[src/rtl/ifc_pkg.sv]
// Shared constants for ifc_frame_engine: cfg register map, CTRL/STATUS bit
// positions, cfg_op encoding and the frame-control state type.
package ifc_pkg;

  localparam int unsigned ADDR_CTRL        = 'h00;
  localparam int unsigned ADDR_STATUS      = 'h04;
  localparam int unsigned ADDR_LEN         = 'h08;
  localparam int unsigned ADDR_IN_COUNT    = 'h0C;
  localparam int unsigned ADDR_OUT_COUNT   = 'h10;
  localparam int unsigned ADDR_FRAME_COUNT = 'h14;

  localparam int CTRL_ENABLE = 0;
  localparam int CTRL_FLUSH  = 1;
  localparam int CTRL_CLEAR  = 2;

  localparam int STAT_FULL         = 16;
  localparam int STAT_EMPTY        = 17;
  localparam int STAT_FRAME_ACTIVE = 18;
  localparam int STAT_LEN_ERR      = 19;
  localparam int STAT_FLUSH_PEND   = 20;

  localparam logic CFG_OP_READ  = 1'b0;
  localparam logic CFG_OP_WRITE = 1'b1;

  typedef enum logic {
    FRAME_IDLE   = 1'b0,
    FRAME_ACTIVE = 1'b1
  } frame_state_e;

endpackage

[src/rtl/ifc_sync_fifo.sv]
// Synchronous FIFO with wrapping pointers and an occupancy count.
// The head is read straight from the storage array (no output register).
module ifc_sync_fifo #(
  parameter int DATA_W = 8,
  parameter int DEPTH  = 16
) (
  input  logic                     clk,
  input  logic                     rst,
  input  logic                     push,
  input  logic                     pop,
  input  logic                     clear,
  input  logic [DATA_W-1:0]        wdata,
  output logic [DATA_W-1:0]        rdata,
  output logic                     full,
  output logic                     empty,
  output logic [$clog2(DEPTH):0]   count
);

  localparam int AW = $clog2(DEPTH);
  localparam int CW = AW + 1;

  logic [DATA_W-1:0] mem [DEPTH];
  logic [AW-1:0]     wr_ptr;
  logic [AW-1:0]     rd_ptr;
  logic              do_push;
  logic              do_pop;

  assign do_push = push & ~full;
  assign do_pop  = pop & ~empty;
  assign full    = (count == CW'(DEPTH));
  assign empty   = (count == '0);
  assign rdata   = mem[rd_ptr];

  always_ff @(posedge clk or posedge rst) begin
    if (rst) begin
      wr_ptr <= '0;
      rd_ptr <= '0;
      count  <= '0;
    end else if (clear) begin
      wr_ptr <= '0;
      rd_ptr <= '0;
      count  <= '0;
    end else begin
      if (do_push) wr_ptr <= wr_ptr + AW'(1);
      if (do_pop)  rd_ptr <= rd_ptr + AW'(1);
      count <= count + CW'(do_push) - CW'(do_pop);
    end
  end

  // Storage is not reset; stale entries are unreachable once pointers reset.
  always_ff @(posedge clk) begin
    if (do_push && !clear) mem[wr_ptr] <= wdata;
  end

endmodule

[src/rtl/ifc_frame_engine.sv]
// Frame-gated FIFO: items leave on dout only in frames of len_reg items,
// or as a partial frame after a flush. cfg port gives control, status, counters.
module ifc_frame_engine
  import ifc_pkg::*;
#(
  parameter int DATA_W      = 8,
  parameter int DEPTH       = 16,
  parameter int LEN_W       = 8,
  parameter int DEFAULT_LEN = 4,
  parameter int CFG_AW      = 8,
  parameter int CFG_DW      = 32
) (
  input  logic              CLK,
  input  logic              RST,
  input  logic [DATA_W-1:0] din_value,
  input  logic              din_en,
  output logic              din_rdy,
  input  logic              dout_en,
  output logic [DATA_W-1:0] dout_value,
  output logic              dout_rdy,
  input  logic [LEN_W-1:0]  len_value,
  input  logic              len_en,
  output logic              len_rdy,
  input  logic [CFG_AW-1:0] cfg_address,
  input  logic [CFG_DW-1:0] cfg_data_in,
  input  logic              cfg_op,
  input  logic              cfg_en,
  output logic [CFG_DW-1:0] cfg_data_out,
  output logic              cfg_rdy
);

  localparam int CW = $clog2(DEPTH) + 1;

  logic              enable, flush_pend, len_err;
  logic [LEN_W-1:0]  len_reg, remaining, remaining_next;
  frame_state_e      state, state_next;
  logic              frame_active, frame_done;
  logic [31:0]       in_count, out_count, frame_count;
  logic              cfg_wr, cfg_rd, ctrl_wr, status_wr, clear;
  logic              push, pop, len_fire;
  logic              full, empty;
  logic [CW-1:0]     count;
  logic [DATA_W-1:0] head;
  logic [31:0]       occ32, len32, start_len, occ_after, rd_word;
  logic              unused_cfg_bits;

  ifc_sync_fifo #(.DATA_W(DATA_W), .DEPTH(DEPTH)) u_fifo (
    .clk(CLK), .rst(RST), .push(push), .pop(pop), .clear(clear),
    .wdata(din_value), .rdata(head), .full(full), .empty(empty), .count(count)
  );

  assign cfg_rdy   = 1'b1;
  assign cfg_wr    = cfg_en & cfg_rdy & (cfg_op == CFG_OP_WRITE);
  assign cfg_rd    = cfg_en & cfg_rdy & (cfg_op == CFG_OP_READ);
  assign ctrl_wr   = cfg_wr & (cfg_address == CFG_AW'(ADDR_CTRL));
  assign status_wr = cfg_wr & (cfg_address == CFG_AW'(ADDR_STATUS));
  assign clear     = ctrl_wr & cfg_data_in[CTRL_CLEAR];
  assign unused_cfg_bits = ^cfg_data_in;

  assign occ32     = 32'(count);
  assign len32     = 32'(len_reg);
  assign start_len = (occ32 >= len32) ? len32 : occ32;

  assign din_rdy    = enable & ~full;
  assign dout_rdy   = enable & ~empty & (frame_active | (occ32 >= len32) | flush_pend);
  assign dout_value = dout_rdy ? head : '0;

  // A clear in the same cycle swallows every data-path and length action.
  assign push      = din_en & din_rdy & ~clear;
  assign pop       = dout_en & dout_rdy & ~clear;
  assign len_fire  = len_en & len_rdy & ~clear;
  assign occ_after = occ32 + 32'(push) - 32'(pop);

  always_ff @(posedge CLK or posedge RST) begin
    if (RST) begin
      state     <= FRAME_IDLE;
      remaining <= '0;
    end else begin
      state     <= state_next;
      remaining <= remaining_next;
    end
  end

  always_comb begin
    state_next     = state;
    remaining_next = remaining;
    if (clear) begin
      state_next     = FRAME_IDLE;
      remaining_next = '0;
    end else if (pop) begin
      case (state)
        FRAME_IDLE: begin
          remaining_next = LEN_W'(start_len - 32'd1);
          state_next     = (start_len > 32'd1) ? FRAME_ACTIVE : FRAME_IDLE;
        end
        FRAME_ACTIVE: begin
          remaining_next = remaining - LEN_W'(1);
          if (remaining == LEN_W'(1)) state_next = FRAME_IDLE;
        end
        default: state_next = FRAME_IDLE;
      endcase
    end
  end

  // A one-item frame completes on the very pop that starts it.
  always_comb begin
    frame_active = (state == FRAME_ACTIVE);
    len_rdy      = ~frame_active;
    frame_done   = pop & (frame_active ? (remaining == LEN_W'(1)) : (start_len == 32'd1));
  end

  always_ff @(posedge CLK or posedge RST) begin
    if (RST) begin
      enable      <= 1'b1;
      len_reg     <= LEN_W'(DEFAULT_LEN);
      len_err     <= 1'b0;
      flush_pend  <= 1'b0;
      in_count    <= '0;
      out_count   <= '0;
      frame_count <= '0;
    end else begin
      if (ctrl_wr) enable <= cfg_data_in[CTRL_ENABLE];
      if (len_fire && len_value != '0) len_reg <= len_value;
      if (clear)                                    len_err <= 1'b0;
      else if (len_fire && len_value == '0)         len_err <= 1'b1;
      else if (status_wr && cfg_data_in[STAT_LEN_ERR]) len_err <= 1'b0;
      if (clear || occ_after == 32'd0)              flush_pend <= 1'b0;
      else if (ctrl_wr && cfg_data_in[CTRL_FLUSH])  flush_pend <= 1'b1;
      if (clear) begin
        in_count    <= '0;
        out_count   <= '0;
        frame_count <= '0;
      end else begin
        if (push)       in_count    <= in_count + 32'd1;
        if (pop)        out_count   <= out_count + 32'd1;
        if (frame_done) frame_count <= frame_count + 32'd1;
      end
    end
  end

  always_comb begin
    rd_word = '0;
    case (cfg_address)
      CFG_AW'(ADDR_CTRL):        rd_word[CTRL_ENABLE] = enable;
      CFG_AW'(ADDR_STATUS): begin
        rd_word[15:0]              = 16'(count);
        rd_word[STAT_FULL]         = full;
        rd_word[STAT_EMPTY]        = empty;
        rd_word[STAT_FRAME_ACTIVE] = frame_active;
        rd_word[STAT_LEN_ERR]      = len_err;
        rd_word[STAT_FLUSH_PEND]   = flush_pend;
      end
      CFG_AW'(ADDR_LEN):         rd_word = 32'(len_reg);
      CFG_AW'(ADDR_IN_COUNT):    rd_word = in_count;
      CFG_AW'(ADDR_OUT_COUNT):   rd_word = out_count;
      CFG_AW'(ADDR_FRAME_COUNT): rd_word = frame_count;
      default:                   rd_word = '0;
    endcase
  end

  always_ff @(posedge CLK or posedge RST) begin
    if (RST)         cfg_data_out <= '0;
    else if (cfg_rd) cfg_data_out <= CFG_DW'(rd_word);
  end

endmodule

[config.mk]
export PLATFORM = sky130hd
export DESIGN_NAME = ifc_frame_engine
export DESIGN_NICKNAME = d
export VERILOG_FILES = /design/src/rtl/ifc_pkg.sv /design/src/rtl/ifc_sync_fifo.sv /design/src/rtl/ifc_frame_engine.sv
export SDC_FILE = /design/constraint.sdc
export NUM_CORES = 1
export LEC_CHECK = 0
export CELL_PAD_IN_SITES_DETAIL_PLACEMENT = 0
export CELL_PAD_IN_SITES_GLOBAL_PLACEMENT = 1
export CORE_MARGIN = 3
export CORE_UTILIZATION = 35
export CTS_CLUSTER_SIZE = 30
export DETAILED_ROUTE_END_ITERATION = 12
export HOLD_SLACK_MARGIN = 0.12
export PLACE_DENSITY_LB_ADDON = 0.3
export SETUP_SLACK_MARGIN = 0.2
export SYNTH_ARGS = -nofsm -noshare
export SYNTH_HDL_FRONTEND = slang
export SYNTH_SLANG_ARGS = --single-unit
[constraint.sdc]
create_clock -name CLK -period 5.1 [get_ports CLK]
set_input_delay 0.765 -clock CLK [delete_from_list [all_inputs] [get_ports CLK]]
set_output_delay 0.765 -clock CLK [all_outputs]
set_load 0.01 [all_outputs]
# After elaboration in Yosys (flattened, before gate mapping)
# Memories as Yosys holds them, arrays and structs flattened.
# Cells that the tools add are included.
# totals
register_bits	161
latch_bits	0
ramBits	128
rom_bits	0
input_bits	63
out_inout_bits	44
elab_cells	110
memories	1
# mem_list
memory	depth	width	read_ports	rd_clocked_by_memory_dff	write_ports	line	source
u_fifo.mem	16	8	1	0	1	ifc_sync_fifo.sv:22	logic [DATA_W-1:0] mem [DEPTH];
# classes
n_addsub	11
multipliers	0
n_div	0
order_cmp	2
n_eq_ne	8
n_shift	0
muxes	32
n_bitwise	24
reduce_logical	19
# ops
operator	count
$mux W32	6
$pmux W20 S5	1
$add A32 B1 Y32 const B	3
$pmux W11 S3	1
$logic_not A32 Y1	1
$mux W8	4
$and A1 B1 Y1	17
$eq A8 B1 Y1 const B	2
$eq A8 B4 Y1 const B	2
$eq A8 B5 Y1 const B	2
$logic_not A8 Y1	2
$mux W4	4
$pmux W8 S2	1
$sub A8 B1 Y8 const B	2
$mux W1	12
$reduce_bool A2 Y1	6
$add A4 B1 Y4 const B	2
$eq A8 B3 Y1 const B	1
$ge A5 B8 Y1	1
$gt A8 B1 Y1 const B	1
$reduce_bool A8 Y1	1
$sub A6 B1 Y7	1
$add A5 B1 Y6	1
$pmux W1 S6	1
12 further kinds	21

# Logic depth before layout (Yosys ltp)
# logic_depth
depth_word	10
depth_mapped	19
depth_no_buf	17

# Cells and area by module
# From an unflattened synthesis, not the netlist that was laid out.
# unflattened
hier_cells	1310
hier_area_um2	14370.0
# by_module_without_submodules
mod	instances	cells_per_inst	area_each_um2	seq_area_each_um2
ifc_frame_engine	1	976	8582.0	3706.1
ifc_sync_fifo	1	334	5788.1	4169.0

# Least setup slack after synthesis
# OpenSTA, ideal clock, no wires.
# synth_path
kind	input-to-reg
start	input port cfg_address[5]
end	register flush_pend
setup_time_ns	0.094
arrival_ns	4.274
required_time_ns	5.006
setup_slack_ns	0.733
stages	19
n_path_buf	4
path_cell_list	or4_4 or3_1 buf_2 nor4_4 and2_1 buf_4 buf_4 buf_2 nor2_1 ha_1 inv_1 ha_1 fa_1 a21oi_1 o21bai_1 o211ai_1 o31ai_1 and3_1 a211oi_1
# synth_via
elab_chain_cells	10
word_cells_on_any_way	13
classes_between	add/sub: 2; mux: 1; bitwise: 5; reduce/logical: 5
# synth_rtl
item	line	source
start, declared	ifc_frame_engine.sv:24	input logic [CFG_AW-1:0] cfg_address,
$logic_not A8 Y1 *	ifc_frame_engine.sv:55	assign ctrl_wr = cfg_wr & (cfg_address == CFG_AW'(ADDR_CTRL));
$and A1 B1 Y1 *	ifc_frame_engine.sv:55	
$and A1 B1 Y1	ifc_frame_engine.sv:57	assign clear = ctrl_wr & cfg_data_in[CTRL_CLEAR];
$not A1 Y1	ifc_frame_engine.sv:69, ifc_frame_engine.sv:70	
$and A1 B1 Y1	ifc_frame_engine.sv:69	assign push = din_en & din_rdy & ~clear;
$add A5 B1 Y6	ifc_frame_engine.sv:72	assign occ_after = occ32 + 32'(push) - 32'(pop);
$sub A6 B1 Y7	ifc_frame_engine.sv:72	
$logic_not A32 Y1	ifc_frame_engine.sv:127	if (clear || occ_after == 32'd0) flush_pend <= 1'b0;
$logic_or A1 B1 Y1	ifc_frame_engine.sv:127	
$mux W1 / $reduce_bool A2 Y1 (equally long branches)	--	
end signal, assigned	ifc_frame_engine.sv:117	flush_pend <= 1'b0;
end signal, assigned	ifc_frame_engine.sv:127	
end signal, assigned	ifc_frame_engine.sv:128	else if (ctrl_wr && cfg_data_in[CTRL_FLUSH]) flush_pend <= 1'b1;
end, declared	ifc_frame_engine.sv:34	logic enable, flush_pend, len_err;
# Every way passes the cells marked *; elsewhere a longest branch is shown, timed or not.
# A chain may end at the register's enable or synchronous reset.

# Worst setup path in the final report
# layout_path
start	register len_reg[2]
end	output port dout_value[4]
# layout_via
elab_chain_cells	5
# layout_rtl
item	line	source
start, declared	ifc_frame_engine.sv:35	logic [LEN_W-1:0] len_reg, remaining, remaining_next;
start signal, assigned	ifc_frame_engine.sv:115	len_reg <= LEN_W'(DEFAULT_LEN);
start signal, assigned	ifc_frame_engine.sv:123	if (len_fire && len_value != '0) len_reg <= len_value;
$ge A5 B8 Y1	ifc_frame_engine.sv:65	assign dout_rdy = enable & ~empty & (frame_active | (occ32 >= len32) | flush_pend);
$or A1 B1 Y1 (2 in series)	ifc_frame_engine.sv:65	
$and A1 B1 Y1	ifc_frame_engine.sv:65	
$mux W8	ifc_frame_engine.sv:66	assign dout_value = dout_rdy ? head : '0;
end, declared	ifc_frame_engine.sv:19	output logic [DATA_W-1:0] dout_value,
# Every way passes these cells.

==> run metrics <==
status=completed; max reg flops=128; wire per inst=between 20 and 25 um; Peak Freq=roughly 0.22 GHz; Die X=210.1 um; Mapped Cells=1320; final hold vios=0; hold-fix buffers at CTS=0; largest net degree at the start of global routing=~160; total number of vias=10820; final core utilization=between 40% and 50%; global-route wire length before repair=61640 um; Die Span Y=approximately 210 um; initial drt markers=about 830; CP startpoint kind=flip-flop; initial antenna violation count=1; Biggest register=u_fifo.mem; synth unique cells=between 60 and 70; max cap viols=0; DRC errors left=0; Logic pwr share=between 10% and 20%; PortBufs=77; final worst setup slack=around 570 ps; Lkg Pwr=6.261 nW; First-pass DRT Iterations=7; actual slew at the worst max-slew pin=954.7 ps; internal power=between 4 and 5 mW; Post-Syn Area=around 15000 um^2; Worst-path clk slew=approximately 60 ps; post-layout minimum cycle time=4527 ps; pwr/cell area=348.0 nW/um^2; clock power share=between 40% and 50%; GPL Wtd Cong=just under 0.8; number of flops mapped to enable cells by yosys=between 100 and 150; Rows=74; Max IR drop VDD=just under 0.0002 V; Seq/Total Area, Yosys=54.03%; critical path class=reg2out; period utilization=between 80% and 90%; DIE AREA=44130 um^2; WP data required=about 4300 ps; CP Max Fanout=13; CTS Buffer Depth=3; Syn-to-layout area delta=17.40%; Async SR Flop Fraction=approximately 56%; sw power=roughly 1.6 mW; FF/Latch Area=about 7900 um^2; dpl cell area=about 16000 um^2; Syn Area/Cell=roughly 11 um^2; Filler cells=3847; io pins=about 110; NumNets Final=between 1000 and 1500; CTS resizes=0; HPWL after DPL=between 20000 and 30000 um; Final Cell Area=~17000 um^2; CTS tree=done; final setup fails=0; synth warn=0; Hold WS=485.7 ps; CP endpoint kind=output port; area taken by multi-input logic gates=between 6000 and 7000 um^2; crit path DAT=3760 ps; GRT Util Overall=between 15 and 20%; Sequential Power Share=around 44%; remaining global-route overflow=0; Initial Utilization=around 36%; clk_lat worst skew=520 ps; post-route ant nets=0; layout cells sized above 1=9.936%; unrepaired setup endpoints after global routing=false; root buffer cell=clkbuf_16; diode count=0; Num CTS Buffers=35; DP Worst Slack=roughly 460 ps; Via density=between 5 and 6; #FFs+latches synth=~290; Layout Skew=between 20 and 25 ps; total wire length=~39000 um; Switching Share=26.05%; clock sink total=between 200 and 300; max-slew violations=0; vias in the first global route=10610; syn_nets=roughly 1400; setup TNS=0 ps; top_reg_cell synth=dfrtp_1; Worst slew margin=36.12%; Setup Fix Bufs, Post-CTS=0; worst hold path type=reg2reg; core footprint=41020 um^2; H-Tree Depth=2
[layout by cell type (no fill, tap or decap), types with 22 or more instances in the layout]
cell type,instances
clkbuf_16,36
nand4_1,28
edfxtp_1,128
nor3_1,29
inv_1,32
nand3_1,44
xnor2_1,28
mux2i_1,49
nor2_1,125
or4_1,38
o21ai_0,52
mux4_2,22
buf_4,33
xor2_1,22
dfrtp_1,158
nand2_1,97
a21oi_1,83
ha_1,29
clkdlybuf4s50_1,76
or3_1,25
o31ai_1,37
[power groups by stage]
stage               sequential, mW  combinational, mW  clock, mW
finish                        2.59              0.836       2.53
global route                  2.60              0.932       2.68
CTS                           2.59              0.838       2.59
detailed placement            2.63              0.829          0
global placement              2.63              0.824          0
floorplan                     2.61              0.585          0
[final cells by class]
type | instances | share of cell area (%)
multi-input cells | 912 | 36.43
clock inverters | 16 | 1.163
inverters | 34 | 0.7677
repair buffers | 111 | 6.039
clock buffers | 47 | 5.681
well taps | 532 | 3.890
flip-flops and latches | 289 | 46.03
[synth_stat cells, types with 3 or more instances]
cell       instances  share of area (%)
dfrtp_1          159                 27
edfxtp_1         128                 26
nor2_1           125                3.2
nand2_1           97                2.5
a21oi_1           83                2.8
o21ai_0           52                1.8
clkbuf_1          51                1.3
mux2i_1           49                3.4
nand3_1           44                1.5
or4_1             38                2.0
o31ai_1           37                1.9
inv_1             33               0.85
ha_1              29                2.5
nor3_1            29                1.0
nand4_1           28                1.2
xnor2_1           28                1.7
or3_1             25                1.1
buf_2             23               0.79
mux4_2            22                3.4
xor2_1            22                1.3
and3_1            21               0.90
a221oi_1          18                1.1
o221ai_1          16               0.96
a211oi_1          14               0.72
and2_1            14               0.60
mux2_2            14                1.1
nor2b_1           11               0.47
and4_1             8               0.48
buf_1              8               0.21
o211ai_1           8               0.41
nand2b_1           7               0.30
o22ai_1            6               0.26
a2111oi_0          5               0.30
a31oi_1            5               0.21
o21a_1             5               0.26
a22oi_1            4               0.21
nor4_1             4               0.17
buf_4              3               0.15
o2111ai_1          3               0.18
o21bai_1           3               0.15
o311ai_0           3               0.18
[through the flow]
stage	power, mW	cells
final	5.955	1941
after global routing	6.213	1941
after CTS	6.016	1941
after detailed placement	3.463	1878
after global placement	3.458	1878
after floorplan	3.192	1320
[logic make-up (layout without fill, tap and decap cells)]
family                     after synthesis  after routing  share of synthesized area (%)
xor gates and xnor gates                50             50                          3.004
adders and majority gates               31             31                          2.764
and+or+nand+nor                        465            465                          16.42
buffers and inverters                  119            208                          3.339
DFF                                    289            289                          54.03
AOI/OAI and AO/OA                      280            280                          12.58
muxes                                   85             85                          7.846
other                                    1              1                        0.02573
[worst max-delay path, stage by stage, from the launching register on]
cell             delay, ps
dfstp_2                570
inv_1                  100
ha_1                   310
a21oi_1                 80
a21oi_1                340
o21a_1                 530
o211ai_1               170
buf_4                  220
a211oi_1               300
clkdlybuf4s50_1        610
[metal layers]
layer  part of all wire (%)  vias to the layer above  global-route usage, %
met5                      0                        -                      0
met4                    2.2                        0                  4.836
met3                    4.2                       55                  2.634
met2                     47                      219                  27.98
met1                     47                     5426                  25.22
li1                       -                     5120                      -
[final timing paths]
check,start,endpoint,slack (ps),cells after the start
worst max register to register,len_reg[2],frame_count[28],700,15
worst min-delay path,cfg_data_out[10],cfg_data_out[10],490,2
min in group asynchronous,RST,cfg_data_out[26],830,3
max in group asynchronous,RST,u_fifo.rd_ptr[0],3470,3
worst min register to register,cfg_data_out[10],cfg_data_out[10],490,2
worst max-delay path,len_reg[2],dout_value[4],570,9
Note: power is estimated with default switching activity, not from simulation.
